`src/rtl/mdom_wvb_hdr_fifo_if.sv`:
```
// Header write/readout bundle between the waveform-buffer write controller and the readout logic.
// master = producer/consumer side, slave = the header FIFO.
interface mdom_wvb_hdr_fifo_if #(
  parameter int unsigned P_LTC_W = 48,
  parameter int unsigned P_ADR_W = 12,
  parameter int unsigned P_TRIG_W = 2,
  parameter int unsigned P_PRE_W = 5,
  parameter int unsigned P_DEPTH = 16
);
  localparam int unsigned P_BW = P_LTC_W + 2 * P_ADR_W + P_TRIG_W + 1 + P_PRE_W;
  localparam int unsigned P_AW = $clog2(P_DEPTH);

  logic                wr_en;
  logic [P_LTC_W-1:0]  evt_ltc;
  logic [P_ADR_W-1:0]  start_addr;
  logic [P_ADR_W-1:0]  stop_addr;
  logic [P_TRIG_W-1:0] trig_src;
  logic                cnst_run;
  logic [P_PRE_W-1:0]  pre_conf;
  logic                rd_en;
  logic                clr_ovf;
  logic [P_BW-1:0]     hdr_bundle;
  logic                hdr_valid;
  logic [P_AW:0]       hdr_count;
  logic                almost_full;
  logic                full;
  logic                overflow;
  logic [15:0]         drop_cnt;

  modport master (
    output wr_en, evt_ltc, start_addr, stop_addr, trig_src, cnst_run, pre_conf,
    output rd_en, clr_ovf,
    input  hdr_bundle, hdr_valid, hdr_count, almost_full, full, overflow, drop_cnt
  );

  modport slave (
    input  wr_en, evt_ltc, start_addr, stop_addr, trig_src, cnst_run, pre_conf,
    input  rd_en, clr_ovf,
    output hdr_bundle, hdr_valid, hdr_count, almost_full, full, overflow, drop_cnt
  );
endinterface

```
`src/rtl/mdom_wvb_hdr_fifo.sv`:
```
// Waveform-buffer header fan-in: packs one header per write strobe into a bundle word and
// buffers it in a show-ahead FIFO with occupancy flags and sticky drop accounting.
module mdom_wvb_hdr_fifo #(
  parameter int unsigned P_LTC_W = 48,
  parameter int unsigned P_ADR_W = 12,
  parameter int unsigned P_TRIG_W = 2,
  parameter int unsigned P_PRE_W = 5,
  parameter int unsigned P_DEPTH = 16,
  parameter int unsigned P_AFULL = 12
) (
  input  logic                 clk,
  input  logic                 rst_n,
  mdom_wvb_hdr_fifo_if.slave   bus
);
  localparam int unsigned P_BW  = P_LTC_W + 2 * P_ADR_W + P_TRIG_W + 1 + P_PRE_W;
  localparam int unsigned P_AW  = $clog2(P_DEPTH);
  localparam int unsigned P_CW  = P_AW + 1;
  localparam int unsigned P_DCW = 16;

  logic [P_BW-1:0]  mem_q [P_DEPTH];
  logic [P_CW-1:0]  wr_ptr_q, wr_ptr_d;
  logic [P_CW-1:0]  rd_ptr_q, rd_ptr_d;
  logic [P_CW-1:0]  count_q, count_d;
  logic             valid_q, valid_d;
  logic             full_q, full_d;
  logic             afull_q, afull_d;
  logic             ovf_q, ovf_d;
  logic [P_DCW-1:0] drop_q, drop_d;

  logic [P_BW-1:0]  wr_bundle_c;
  logic             pop_c;
  logic             push_c;
  logic             drop_c;

  assign wr_bundle_c = {bus.pre_conf, bus.cnst_run, bus.trig_src,
                        bus.stop_addr, bus.start_addr, bus.evt_ltc};

  // A write into a full FIFO is still accepted when the head leaves in the same cycle.
  assign pop_c  = bus.rd_en & valid_q;
  assign push_c = bus.wr_en & (~full_q | pop_c);
  assign drop_c = bus.wr_en & full_q & ~pop_c;

  always_comb begin
    wr_ptr_d = wr_ptr_q;
    rd_ptr_d = rd_ptr_q;
    ovf_d    = ovf_q;
    drop_d   = drop_q;

    if (push_c) wr_ptr_d = wr_ptr_q + P_CW'(1);
    if (pop_c)  rd_ptr_d = rd_ptr_q + P_CW'(1);

    // Pointer distance modulo 2^(AW+1) is the occupancy, 0..P_DEPTH.
    count_d = wr_ptr_d - rd_ptr_d;
    valid_d = (count_d != '0);
    full_d  = (count_d == P_CW'(P_DEPTH));
    afull_d = (count_d >= P_CW'(P_AFULL));

    // A drop in the same cycle as a clear restarts the count at one.
    if (drop_c) begin
      ovf_d = 1'b1;
      if (bus.clr_ovf)        drop_d = P_DCW'(1);
      else if (drop_q != '1)  drop_d = drop_q + P_DCW'(1);
    end else if (bus.clr_ovf) begin
      ovf_d  = 1'b0;
      drop_d = '0;
    end
  end

  always_ff @(posedge clk or negedge rst_n) begin
    if (!rst_n) begin
      wr_ptr_q <= '0;
      rd_ptr_q <= '0;
      count_q  <= '0;
      valid_q  <= 1'b0;
      full_q   <= 1'b0;
      afull_q  <= 1'b0;
      ovf_q    <= 1'b0;
      drop_q   <= '0;
    end else begin
      wr_ptr_q <= wr_ptr_d;
      rd_ptr_q <= rd_ptr_d;
      count_q  <= count_d;
      valid_q  <= valid_d;
      full_q   <= full_d;
      afull_q  <= afull_d;
      ovf_q    <= ovf_d;
      drop_q   <= drop_d;
    end
  end

  // Header storage is not reset; the pointers alone define what is valid.
  always_ff @(posedge clk) begin
    if (push_c) mem_q[wr_ptr_q[P_AW-1:0]] <= wr_bundle_c;
  end

  assign bus.hdr_bundle  = mem_q[rd_ptr_q[P_AW-1:0]];
  assign bus.hdr_valid   = valid_q;
  assign bus.hdr_count   = count_q;
  assign bus.almost_full = afull_q;
  assign bus.full        = full_q;
  assign bus.overflow    = ovf_q;
  assign bus.drop_cnt    = drop_q;
endmodule

```
`src/flat_wrapper.sv`:
```
// flat-port wrapper written by rule: the top's interface ports become plain ports
module mdom_wvb_hdr_fifo_flat 
#(
  parameter int unsigned P_LTC_W = 48,
  parameter int unsigned P_ADR_W = 12,
  parameter int unsigned P_TRIG_W = 2,
  parameter int unsigned P_PRE_W = 5,
  parameter int unsigned P_DEPTH = 16,
  parameter int unsigned P_AFULL = 12
)
  (clk, rst_n, bus_wr_en, bus_evt_ltc, bus_start_addr, bus_stop_addr, bus_trig_src, bus_cnst_run, bus_pre_conf, bus_rd_en, bus_clr_ovf, bus_hdr_bundle, bus_hdr_valid, bus_hdr_count, bus_almost_full, bus_full, bus_overflow, bus_drop_cnt);
  mdom_wvb_hdr_fifo_if #(.P_LTC_W(P_LTC_W), .P_ADR_W(P_ADR_W), .P_TRIG_W(P_TRIG_W), .P_PRE_W(P_PRE_W), .P_DEPTH(P_DEPTH)) bus_i ();
  input  logic clk;
  input  logic rst_n;
  input wire logic [$bits(bus_i.wr_en)-1:0] bus_wr_en;
  input wire logic [$bits(bus_i.evt_ltc)-1:0] bus_evt_ltc;
  input wire logic [$bits(bus_i.start_addr)-1:0] bus_start_addr;
  input wire logic [$bits(bus_i.stop_addr)-1:0] bus_stop_addr;
  input wire logic [$bits(bus_i.trig_src)-1:0] bus_trig_src;
  input wire logic [$bits(bus_i.cnst_run)-1:0] bus_cnst_run;
  input wire logic [$bits(bus_i.pre_conf)-1:0] bus_pre_conf;
  input wire logic [$bits(bus_i.rd_en)-1:0] bus_rd_en;
  input wire logic [$bits(bus_i.clr_ovf)-1:0] bus_clr_ovf;
  output wire logic [$bits(bus_i.hdr_bundle)-1:0] bus_hdr_bundle;
  output wire logic [$bits(bus_i.hdr_valid)-1:0] bus_hdr_valid;
  output wire logic [$bits(bus_i.hdr_count)-1:0] bus_hdr_count;
  output wire logic [$bits(bus_i.almost_full)-1:0] bus_almost_full;
  output wire logic [$bits(bus_i.full)-1:0] bus_full;
  output wire logic [$bits(bus_i.overflow)-1:0] bus_overflow;
  output wire logic [$bits(bus_i.drop_cnt)-1:0] bus_drop_cnt;
  assign bus_i.wr_en = bus_wr_en;
  assign bus_i.evt_ltc = bus_evt_ltc;
  assign bus_i.start_addr = bus_start_addr;
  assign bus_i.stop_addr = bus_stop_addr;
  assign bus_i.trig_src = bus_trig_src;
  assign bus_i.cnst_run = bus_cnst_run;
  assign bus_i.pre_conf = bus_pre_conf;
  assign bus_i.rd_en = bus_rd_en;
  assign bus_i.clr_ovf = bus_clr_ovf;
  assign bus_hdr_bundle = bus_i.hdr_bundle;
  assign bus_hdr_valid = bus_i.hdr_valid;
  assign bus_hdr_count = bus_i.hdr_count;
  assign bus_almost_full = bus_i.almost_full;
  assign bus_full = bus_i.full;
  assign bus_overflow = bus_i.overflow;
  assign bus_drop_cnt = bus_i.drop_cnt;
  mdom_wvb_hdr_fifo #(.P_LTC_W(P_LTC_W), .P_ADR_W(P_ADR_W), .P_TRIG_W(P_TRIG_W), .P_PRE_W(P_PRE_W), .P_DEPTH(P_DEPTH), .P_AFULL(P_AFULL)) u_core (.clk(clk), .rst_n(rst_n), .bus(bus_i));
endmodule
```
`config.mk`:
```
export PLATFORM = sky130hd
export DESIGN_NAME = mdom_wvb_hdr_fifo_flat
export DESIGN_NICKNAME = d
export VERILOG_FILES = /design/src/rtl/mdom_wvb_hdr_fifo_if.sv /design/src/rtl/mdom_wvb_hdr_fifo.sv /design/src/flat_wrapper.sv
export SDC_FILE = /design/constraint.sdc
export NUM_CORES = 1
export LEC_CHECK = 0
export BUFFER_PORTS_ARGS = -buffer_cell sky130_fd_sc_hd__buf_2
export CELL_PAD_IN_SITES_DETAIL_PLACEMENT = 1
export CELL_PAD_IN_SITES_GLOBAL_PLACEMENT = 2
export CORE_UTILIZATION = 45
export CTS_CLUSTER_SIZE = 30
export DETAILED_ROUTE_END_ITERATION = 8
export HOLD_SLACK_MARGIN = 0.06
export PLACE_DENSITY = 0.84
export SYNTH_ARGS = -nofsm -noshare
export SYNTH_HDL_FRONTEND = slang
export SYNTH_SLANG_ARGS = --single-unit
```
`constraint.sdc`:
```
create_clock -name clk -period 8.51 [get_ports clk]
set_clock_uncertainty 0.1 [all_clocks]
set_input_delay 0 -clock clk [delete_from_list [all_inputs] [get_ports clk]]
set_output_delay 0 -clock clk [all_outputs]
set_load 0.01 [all_outputs]
```
==> results by group <==
Route
  • Routed Antenna Nets: 0
  • Routed vias: 23200
  • Drt drc: 0
  • Detailed Route WL: 120 mm
  • WL per Instance: 30.4 um
  • Router iterations before antenna repair: 5
  • Via density: 5.87
  • DRT iter0 DRCs: 2472

Min path
  • Worst Hold Class: in2reg
  • Min-Delay Startpoint: bus_evt_ltc[24]
  • Hold depth: 2
  • Hold Path Sink: u_core.mem_q[15][24]

Setup path
  • RR Endpoint: u_core.bus.hdr_valid
  • Setup CP Type: reg2out
  • Worst EP required: 8.41 ns
  • Crit path DAT: 4.87 ns
  • CP Launch Type: register
  • Worst r2r src: u_core.rd_ptr_q[0]
  • Worst reg-to-reg path cell count: 9
  • Critical path peak fanout: 48
  • Crit path capture type: output port
  • R2r setup slk: 4.33 ns

Timing
  • RSZ-0062 raised after global routing: no
  • Min Tclk post-route: 4.97 ns
  • Final Hold Viols: 0
  • Final Slew Violations: 0
  • Setup-failing EPs final: 0
  • Slew HR: 6.81%
  • Fmax: 201 MHz
  • Slew @ Worst Pin: 1.40 ns
  • Tcrit/Tclk final: 58.4%
  • Setup TNS: 0 ns

Power and ir drop
  • Final Power: 0.0195 W
  • Pint: 0.0137 W
  • Combinational Power Share: 28.1%
  • Switching power: 0.00579 W
  • Clock group share of total power: 29.7%
  • Leak: 18.6 nW
  • Switching Fraction: 29.7%
  • PD cells: 335 nW/um^2
  • Sequential share of power: 42.2%
  • Worst vdd ir: 0.000336 V

Synthesis
  • Cell count after synthesis: 1972
  • Yosys warning count: 0
  • Synth area leader: edfxtp_1
  • Post-Syn Nets: 2068
  • Synth area leaders: edfxtp_1 77%, mux4_2 18%, dfrtp_1 1.8%
  • Sequential share of the synthesized area: 79.0%
  • Asr flop ratio synth: 2.66%
  • Top FF cell, synth: edfxtp_1
  • Post-synthesis sequential element count: 1315
  • Post-synth EDFFs: 1280
  • Synth top area share: 77.2%
  • Mapped Area: 49800 sq um
  • Number of distinct library cells after synthesis: 43
  • Post-Syn Area per Cell: 25.2 sq um

CTS
  • Clock buffer depth: 3
  • Hold Buf Count CTS: 120
  • TritonCTS clock tree: done
  • # clock sinks: 1315
  • Clk_lat worst skew: 0.74 ns
  • Clk root buf: clkbuf_16
  • Post-CTS Setup Bufs: 0
  • CTS Buf Count: 136
  • Clock transition at path regs: 0.06 ns
  • Post_cts resized: 0
  • H-tree Lvls: 4

Global routing
  • Total GRT Usage: 21.9%
  • Pin count of the biggest net entering global routing: 159
  • Wire length of the first global-routing pass: 174 mm
  • Initial antenna violation count: 9
  • Grt ovf: 0
  • Number of global-route vias before repair: 24600

Floorplan
  • DIE AREA: 112000 sq um
  • Die X: 335 um
  • I/O pin count: 190
  • Core area: 109000 sq um
  • Initial Util: 45.5%
  • # rows: 121
  • Die Ht: 335 um

Placed design
  • I/O Buffers: 189
  • Half-perimeter wire length after placement: 64.2 mm
  • GP Congestion: 0.731

Cells and area
  • Area growth, synth to finish: 17.0%
  • Layout cells sized above 1: 34.2%
  • Most common cell after layout, fill and taps aside: edfxtp_1
  • Commonest non-fill, non-tap cells in the layout: 1280 x edfxtp_1, 400 x mux4_2, 189 x buf_2, 139 x clkbuf_16, 119 x dlygate4sd3_1
  • Nets@finish: 2460

Job
  • MaxCap Viol Count: 0

Outcome
  • Status: finished, final reports clean
==> logic make-up after synthesis <==
kind of cell | share of synthesized area [%]
fa+ha+maj | 0.292
xor+xnor | 0.412
buf+inv | 0.945
compound gates | 0.249
mux | 18.2
flops | 79.0
simple gates | 0.895
==> worst max path at each step <==
| stage | start | endpoint | cells past startpoint |
|---|---|---|---|
| after floorplan | u_core.bus.full | u_core.mem_q[3][0] | 5 |
| after global placement | u_core.rd_ptr_q[0] | bus_hdr_bundle[8] | 5 |
| after detailed placement | u_core.rd_ptr_q[0] | bus_hdr_bundle[8] | 5 |
| after CTS | u_core.rd_ptr_q[0] | bus_hdr_bundle[8] | 5 |
| after global routing | u_core.rd_ptr_q[0] | bus_hdr_bundle[8] | 5 |
| final | u_core.rd_ptr_q[0] | bus_hdr_bundle[8] | 5 |
==> metal layers <==
layer	vias to the layer above	global-route usage (%)	share of wire, %
met4	14	5.46	1.7
met5	-	0	0.071
met3	156	4.38	7.1
li1	9346	-	-
met2	1074	36.4	51
met1	12600	29.8	41
==> layout make-up <==
class | count | area, sq um
clock inverters | 86 | 825
repair buffers | 351 | 2520
clock buffers | 159 | 3550
diodes | 1 | 2.50
inverters | 15 | 56.3
fillers | 9448 | 51100
flip-flops and latches | 1315 | 39300
well taps | 1476 | 1850
multi-input cells | 545 | 10100
==> worst max-delay path, stage by stage, from the launching register on <==
cell and delay [ns]:
dfrtp_4 0.98, buf_4 0.78, buf_4 0.91, mux4_2 0.61
mux4_2 0.56, buf_2 0.18
==> power groups by stage <==
| stage | registers (W) | clock network (W) | logic, W |
|---|---|---|---|
| after floorplan | 0.00808 | 0 | 0.00376 |
| after global placement | 0.00831 | 0 | 0.00540 |
| after detailed placement | 0.00837 | 0 | 0.00548 |
| after CTS | 0.00824 | 0.00589 | 0.00558 |
| after global routing | 0.00830 | 0.00608 | 0.00583 |
| final | 0.00823 | 0.00579 | 0.00549 |
==> cells in the mapped netlist, types with 2 or more instances <==
master	number
dfrtp_1	35
mux2i_1	4
nor2_1	30
edfxtp_1	1280
buf_1	13
xnor2_1	16
a211oi_1	5
and3_1	4
nand3_1	10
o21ai_0	3
a21oi_1	3
clkbuf_1	54
buf_2	28
buf_6	2
nor4_1	2
inv_1	15
mux4_2	400
nand2b_1	3
nand2_1	18
a21o_1	2
nand4_1	5
nor2b_1	2
xor2_1	3
nor3_1	7
ha_1	10
==> registers in the layout, summed over array words and instances (netlist names) <==
signal                  flops
u_core.bus.hdr_count        5
u_core.bus.hdr_valid        1
u_core.bus.almost_full      1
u_core.bus.drop_cnt        16
u_core.bus.overflow         1
u_core.rd_ptr_q             5
u_core.bus.full             1
u_core.wr_ptr_q             5
u_core.mem_q             1280
==> through the flow <==
| step | utilization [%] | hold slack, ns | setup slack, ns | instances | cell area [sq um] |
|---|---|---|---|---|---|
| floorplan | - | -0.396 | 1.25 | 1972 | 49800 |
| global placement | 48.1 | 0.0234 | 4.20 | 3581 | 52600 |
| detailed placement | 48.1 | 0.0482 | 4.13 | 3581 | 52600 |
| CTS | 53.2 | 0.0611 | 3.32 | 3946 | 58200 |
| global route | 53.3 | 0.0909 | 3.11 | 3948 | 58200 |
| finish | 53.3 | 0.0941 | 3.54 | 3948 | 58200 |
(Power assumes the default switching activity.)
